[src/rtl/mem_resp_stage.sv]
// mem_resp_stage: in-order MEM->WB response stage holding up to DEPTH
// instructions, pairing in-order data_ok beats with the oldest waiting entry,
// aligning/extending load data and draining responses owed to flushed entries.
module mem_resp_stage #(
  parameter int unsigned DEPTH     = 4,
  parameter int unsigned PAYLOAD_W = 160
) (
  input  logic                         clk,
  input  logic                         rst,
  input  logic                         in_valid,
  output logic                         in_ready,
  input  logic [PAYLOAD_W-1:0]         in_payload,
  input  logic                         in_need_resp,
  input  logic [2:0]                   in_mem_op,
  input  logic [1:0]                   in_addr_lo,
  input  logic                         flush,
  input  logic                         data_ok,
  input  logic [31:0]                  rdata,
  output logic                         out_valid,
  input  logic                         out_ready,
  output logic [PAYLOAD_W-1:0]         out_payload,
  output logic [31:0]                  out_data,
  output logic [$clog2(DEPTH+1)-1:0]   outstanding,
  output logic [$clog2(DEPTH+1)-1:0]   discard_cnt,
  output logic                         resp_err
);

  localparam int unsigned PTR_W = $clog2(DEPTH);
  localparam int unsigned CNT_W = $clog2(DEPTH+1);

  localparam logic [2:0] OP_LB  = 3'b000;
  localparam logic [2:0] OP_LH  = 3'b001;
  localparam logic [2:0] OP_LW  = 3'b010;
  localparam logic [2:0] OP_LBU = 3'b100;
  localparam logic [2:0] OP_LHU = 3'b101;

  // Slot storage (contents are don't-care while a slot is not live)
  logic [PAYLOAD_W-1:0] r_payload [DEPTH];
  logic [2:0]           r_op      [DEPTH];
  logic [1:0]           r_alo     [DEPTH];
  logic [31:0]          r_data    [DEPTH];
  logic [DEPTH-1:0]     r_need;
  logic [DEPTH-1:0]     r_got;

  // Queue control
  logic [PTR_W-1:0]     r_head;
  logic [PTR_W-1:0]     r_tail;
  logic [CNT_W-1:0]     r_count;
  logic [CNT_W-1:0]     r_discard;
  logic                 r_resp_err;

  // Combinational helpers
  logic                 w_found;
  logic [PTR_W-1:0]     w_resp_idx;
  logic [CNT_W-1:0]     w_outstanding;
  logic [CNT_W-1:0]     w_occupancy;
  logic                 w_discard_hit;
  logic                 w_route;
  logic                 w_err;
  logic                 w_head_live;
  logic                 w_bypass;
  logic                 w_head_done;
  logic                 w_accept;
  logic                 w_pop;
  logic [CNT_W-1:0]     w_still_owed;
  logic [CNT_W-1:0]     w_discard_nxt;
  logic [31:0]          w_raw;
  logic [31:0]          w_shift;

  // Scan live entries from head: oldest waiting entry and count of waiting entries
  always_comb begin
    w_found       = 1'b0;
    w_resp_idx    = '0;
    w_outstanding = '0;
    for (int unsigned i = 0; i < DEPTH; i++) begin
      if ((CNT_W'(i) < r_count) &&
          r_need[r_head + PTR_W'(i)] && !r_got[r_head + PTR_W'(i)]) begin
        w_outstanding = w_outstanding + CNT_W'(1);
        if (!w_found) begin
          w_found    = 1'b1;
          w_resp_idx = r_head + PTR_W'(i);
        end
      end
    end
  end

  // Response routing, handshakes and next discard count
  always_comb begin
    w_occupancy   = r_count + r_discard;
    in_ready      = !rst && (w_occupancy < CNT_W'(DEPTH));

    w_discard_hit = data_ok && (r_discard != '0);
    w_route       = data_ok && !w_discard_hit && w_found;
    w_err         = data_ok && !w_discard_hit && !w_found;

    w_head_live   = (r_count != '0);
    w_bypass      = w_route && w_head_live && (w_resp_idx == r_head);
    w_head_done   = w_head_live && (!r_need[r_head] || r_got[r_head] || w_bypass);

    out_valid     = w_head_done && !flush;
    w_pop         = out_valid && out_ready;
    w_accept      = in_valid && in_ready && !flush;

    // Entries still waiting after this cycle's routing become owed discards on flush
    w_still_owed  = w_outstanding - CNT_W'(w_route);
    w_discard_nxt = r_discard - CNT_W'(w_discard_hit);
    if (flush) begin
      w_discard_nxt = w_discard_nxt + w_still_owed;
    end
  end

  // Load data alignment and sign/zero extension for the head entry
  always_comb begin
    w_raw       = w_bypass ? rdata : r_data[r_head];
    w_shift     = w_raw >> {r_alo[r_head], 3'b000};
    out_payload = r_payload[r_head];
    unique case (r_op[r_head])
      OP_LB:   out_data = {{24{w_shift[7]}}, w_shift[7:0]};
      OP_LH:   out_data = {{16{w_shift[15]}}, w_shift[15:0]};
      OP_LW:   out_data = w_shift;
      OP_LBU:  out_data = {24'h00_0000, w_shift[7:0]};
      OP_LHU:  out_data = {16'h0000, w_shift[15:0]};
      default: out_data = 32'h0000_0000;
    endcase
  end

  // Status outputs
  always_comb begin
    outstanding = w_outstanding;
    discard_cnt = r_discard;
    resp_err    = r_resp_err;
  end

  // Queue pointers, count, discard counter and sticky error
  always_ff @(posedge clk or posedge rst) begin
    if (rst) begin
      r_head     <= '0;
      r_tail     <= '0;
      r_count    <= '0;
      r_discard  <= '0;
      r_resp_err <= 1'b0;
    end else begin
      r_discard <= w_discard_nxt;
      if (w_err) begin
        r_resp_err <= 1'b1;
      end
      if (flush) begin
        r_head  <= '0;
        r_tail  <= '0;
        r_count <= '0;
      end else begin
        if (w_accept) begin
          r_tail <= r_tail + PTR_W'(1);
        end
        if (w_pop) begin
          r_head <= r_head + PTR_W'(1);
        end
        r_count <= r_count + CNT_W'(w_accept) - CNT_W'(w_pop);
      end
    end
  end

  // Slot writes: new entry at tail, response data into the routed entry
  always_ff @(posedge clk) begin
    if (w_route) begin
      r_got[w_resp_idx]  <= 1'b1;
      r_data[w_resp_idx] <= rdata;
    end
    if (w_accept) begin
      r_payload[r_tail] <= in_payload;
      r_op[r_tail]      <= in_mem_op;
      r_alo[r_tail]     <= in_addr_lo;
      r_need[r_tail]    <= in_need_resp;
      r_got[r_tail]     <= 1'b0;
      r_data[r_tail]    <= 32'h0000_0000;
    end
  end

endmodule

[config.mk]
export PLATFORM = sky130hd
export DESIGN_NAME = mem_resp_stage
export DESIGN_NICKNAME = d
export VERILOG_FILES = /design/src/rtl/mem_resp_stage.sv
export SDC_FILE = /design/constraint.sdc
export NUM_CORES = 1
export LEC_CHECK = 0
export BUFFER_PORTS_ARGS = -buffer_cell sky130_fd_sc_hd__buf_2
export CAP_MARGIN = 10
export CORE_ASPECT_RATIO = 0.8
export CORE_UTILIZATION = 52
export DETAILED_ROUTE_END_ITERATION = 6
export GPL_TIMING_DRIVEN = 0
export PLACE_DENSITY = 0.85
export SLEW_MARGIN = 10
export SYNTH_ARGS = -nofsm -noshare
export SYNTH_HDL_FRONTEND = slang
export SYNTH_SLANG_ARGS = --single-unit
[constraint.sdc]
create_clock -name clk -period 7.1 [get_ports clk]
set_input_delay 0.71 -clock clk [delete_from_list [all_inputs] [get_ports clk]]
set_output_delay 0.71 -clock clk [all_outputs]
set_load 0.005 [all_outputs]
==> results.md <==
- Synthesized area: 0.0324 mm2
- Power per cell area: ~330 mW/mm2
- CP startpoint kind: flop
- Pwr Total: roughly 12 mW
- LEAKAGE: 13.1 nW
- Initial antenna violation count: 18
- Core Area: 0.0614 mm2
- CTS sink cnt: between 800 and 900
- Critical path class: reg -> out
- Cell mode on critical path: buf_2
- Total Routing Usage GR: 0.270
- Fillers: ~4200
- Max-slew violation count: 0
- Cells on worst reg2reg path: 22
- Number of synthesized register bits: between 800 and 900
- Critical Path AT: about 6.0 ns
- Measured slew at the worst slew-check pin: between 1 and 1.5 ns
- Outcome: finished, final reports clean
- First-pass DRT Iterations: 6
- CP Max Fanout: 19
- Synth Flop Type: edfxtp_1
- Final core utilization: 0.624
- Clk Latency, worst-skew pair: 0.65 ns
- CTS tree: done
- Root Buffer: clkbuf_16
- Die footprint: between 0.06 and 0.07 mm2
- GP Congestion: 0.893
- Post-Syn Instances: 1831
- CP max stage delay: 0.65 ns
- Total nets after synthesis: 2054
- Final Cycle Share: 0.945
- First-pass GRT wire length: 126000 um
- Vias in the first global route: approximately 20000
- Min Tclk post-route: 6.71 ns
- Max Clk Rate: 0.149 GHz
- Crit path max-delay cell type: clkbuf_1
- Drt initial violations: around 2400
- Multi-input gate area: about 0.0090 mm2
- Nets: about 2500
- Width of the die: 281 um
- Worst slack at placement: ~0.14 ns
- Routed vias: approximately 20000
- DP HPWL: 55000 um
- Hold Worst Slack: 0.109 ns
- Worst Setup End Kind: primary output
- Worst VDD drop: ~0.00026 V
- DRT antenna net count: 0
- Netlist cell types: 49
- CTS Buf Count: 77
- Port-buffer cells: roughly 400
- Clock skew: between 0.04 and 0.05 ns
- Launch point of the worst reg-to-reg path: r_head[1]
- Post-synth EDFFs: between 600 and 700
- Register-to-Register Setup Slack: around 1 ns
- Initial Utilization: 0.528
- H-tree Lvls: 3
- Overflow left after global routing: 0
- Mapped Avg Cell Area: roughly 18 um2
- Synth warn: 0
- Most frequent cells in the layout: edfxtp_1 (664), buf_2 (440), mux4_2 (201)
- RSZ-0062 raised after global routing: no
- Sequential area share after synthesis: 0.704
- Final setup viols: 0
- Drc violations: 0
- Storage cell area: 0.0229 mm2
- RR Endpoint: r_count[2]
- Fraction of layout cells with a size suffix above 1: 0.341
- Via/cell ratio: around 6.2
- Die Ht: 225 um
- Drt wl/cell: roughly 27 um
- Most common cell after layout, fill and taps aside: edfxtp_1
- Setup repair bufs after CTS: 0
- Area delta synth->final: 18.1%
- IO Pins: approximately 400
- Hold WC Path Type: in -> async
- Clock Tree Buf Depth: 3
- Critical Path RT: ~6.4 ns
- Hold Vio Cnt, Final: 0
- # Max-Cap Violations: 0
- Post-route setup slack: between 0.3 and 0.4 ns
- Drt total wl: between 80000 and 90000 um
- Core Rows: 81
- Ys async rst share: 0.0136
- Worst rel slew slack: 0.299
- Clock Pin Slew Worst Setup and Hold Paths: ~0.06 ns
- Largest net degree at the start of global routing: around 100
- Crit-path cells: buf_2 > buf_2 > clkbuf_1 > clkbuf_2 > nand2_1 > o211ai_1 > o21ai_0 > nor2_1 > inv_1 > ha_1 > a22oi_1 > o22ai_1 > a21oi_1 > buf_2 > mux2_2 > o211ai_1 > buf_2
==> worst max-delay path by stage <==
stage,startpoint,endpoint,cells past startpoint
finish,r_head[1],out_data[12],17
global route,r_head[1],out_data[12],17
CTS,r_head[1],out_data[12],18
detailed placement,r_head[1],r_count[2],22
global placement,r_count[1],r_payload[0][77],7
floorplan,r_count[1],r_alo[0][0],7
==> sequential cells by signal, indices dropped and copies added, names as in the netlist, 2 cells and up <==
signal       count
discard_cnt      3
r_op            12
r_payload      640
r_got            4
r_data         128
r_need           4
r_count          3
r_head           2
r_alo            8
r_tail           2
==> stage by stage <==
step,instances,instance area (um2),setup TNS (ns)
floorplan,1831,32400,0
global placement,3065,35500,-1334.99
detailed placement,3072,35700,0
CTS,3212,38300,0
global route,3218,38300,0
finish,3223,38300,0
==> worst max-delay path: cells and delay by family (launching register included) <==
family / cells / cell delay (ns)
buffers and inverters: 7 / 2.56
multiplexers: 1 / 0.38
AND/OR/NAND/NOR: 2 / 0.26
flip-flops: 1 / 0.32
adder cells (fa/ha/maj): 1 / 0.29
AO/OA/AOI/OAI: 6 / 1.56
==> cells in the mapped netlist (2+ instances only) <==
cell	number	area (um2)
clkbuf_1	75	282
dfrtp_1	11	275
mux2i_1	125	1250
o22ai_1	8	50.1
o21ai_0	71	355
o21ai_1	3	15.0
a31oi_1	3	18.8
or2_2	3	18.8
or3_1	2	12.5
xnor2_1	8	70.1
mux4_2	201	4530
buf_2	36	180
edfxtp_1	664	19900
fa_1	2	40.0
mux2_2	32	360
nand3_1	37	185
buf_1	10	37.5
nor2b_1	12	75.1
ha_1	17	213
nor2_1	19	71.3
dfxtp_1	132	2640
xor2_1	4	35.0
buf_6	3	33.8
and2_1	4	25.0
o21a_1	3	22.5
nand2_1	155	582
o211ai_1	25	188
a31o_2	3	26.3
a21oi_1	76	380
nand3b_1	3	22.5
a21o_1	4	30.0
nor3_1	4	20.0
inv_1	20	75.1
nand2b_1	8	50.1
nand4_1	34	213
==> routing by layer <==
layer / vias to the layer above / track usage / part of all wire
met5: - / 0 / 0.0012
met3: 226 / 0.0820 / 0.11
met1: 10000 / 0.346 / 0.36
met4: 16 / 0.0857 / 0.030
met2: 1345 / 0.443 / 0.49
li1: 8282 / - / -
==> logic make-up after synthesis <==
family | share of synthesized area
muxes | 0.189
DFF | 0.704
adders and majority gates | 0.00779
buffers and inverters | 0.0189
and+or+nand+nor | 0.0401
xor gates and xnor gates | 0.00324
AOI/OAI and AO/OA | 0.0364
==> where the power goes <==
group / internal, mW / total (mW) / switching [mW]
clock: 2.29 / 4.14 / 1.85
combinational: 1.13 / 2.77 / 1.64
sequential: 5.44 / 5.58 / 0.136
==> timing repair <==
item | CTS | global route
hold buffers | 0 | 0
resized for setup | 2 | 0
setup endpoints to repair | 32 | 29
==> area by class of cell <==
class,count,area share
antenna,13,0.000849
buffer,122,0.0141
clock buffer,87,0.0513
clock inverter,53,0.0154
inverter,21,0.00245
multi-input combinational,879,0.234
sequential,807,0.597
tap,830,0.0271
timing repair buffer,411,0.0578
(Power assumes the default switching activity.)
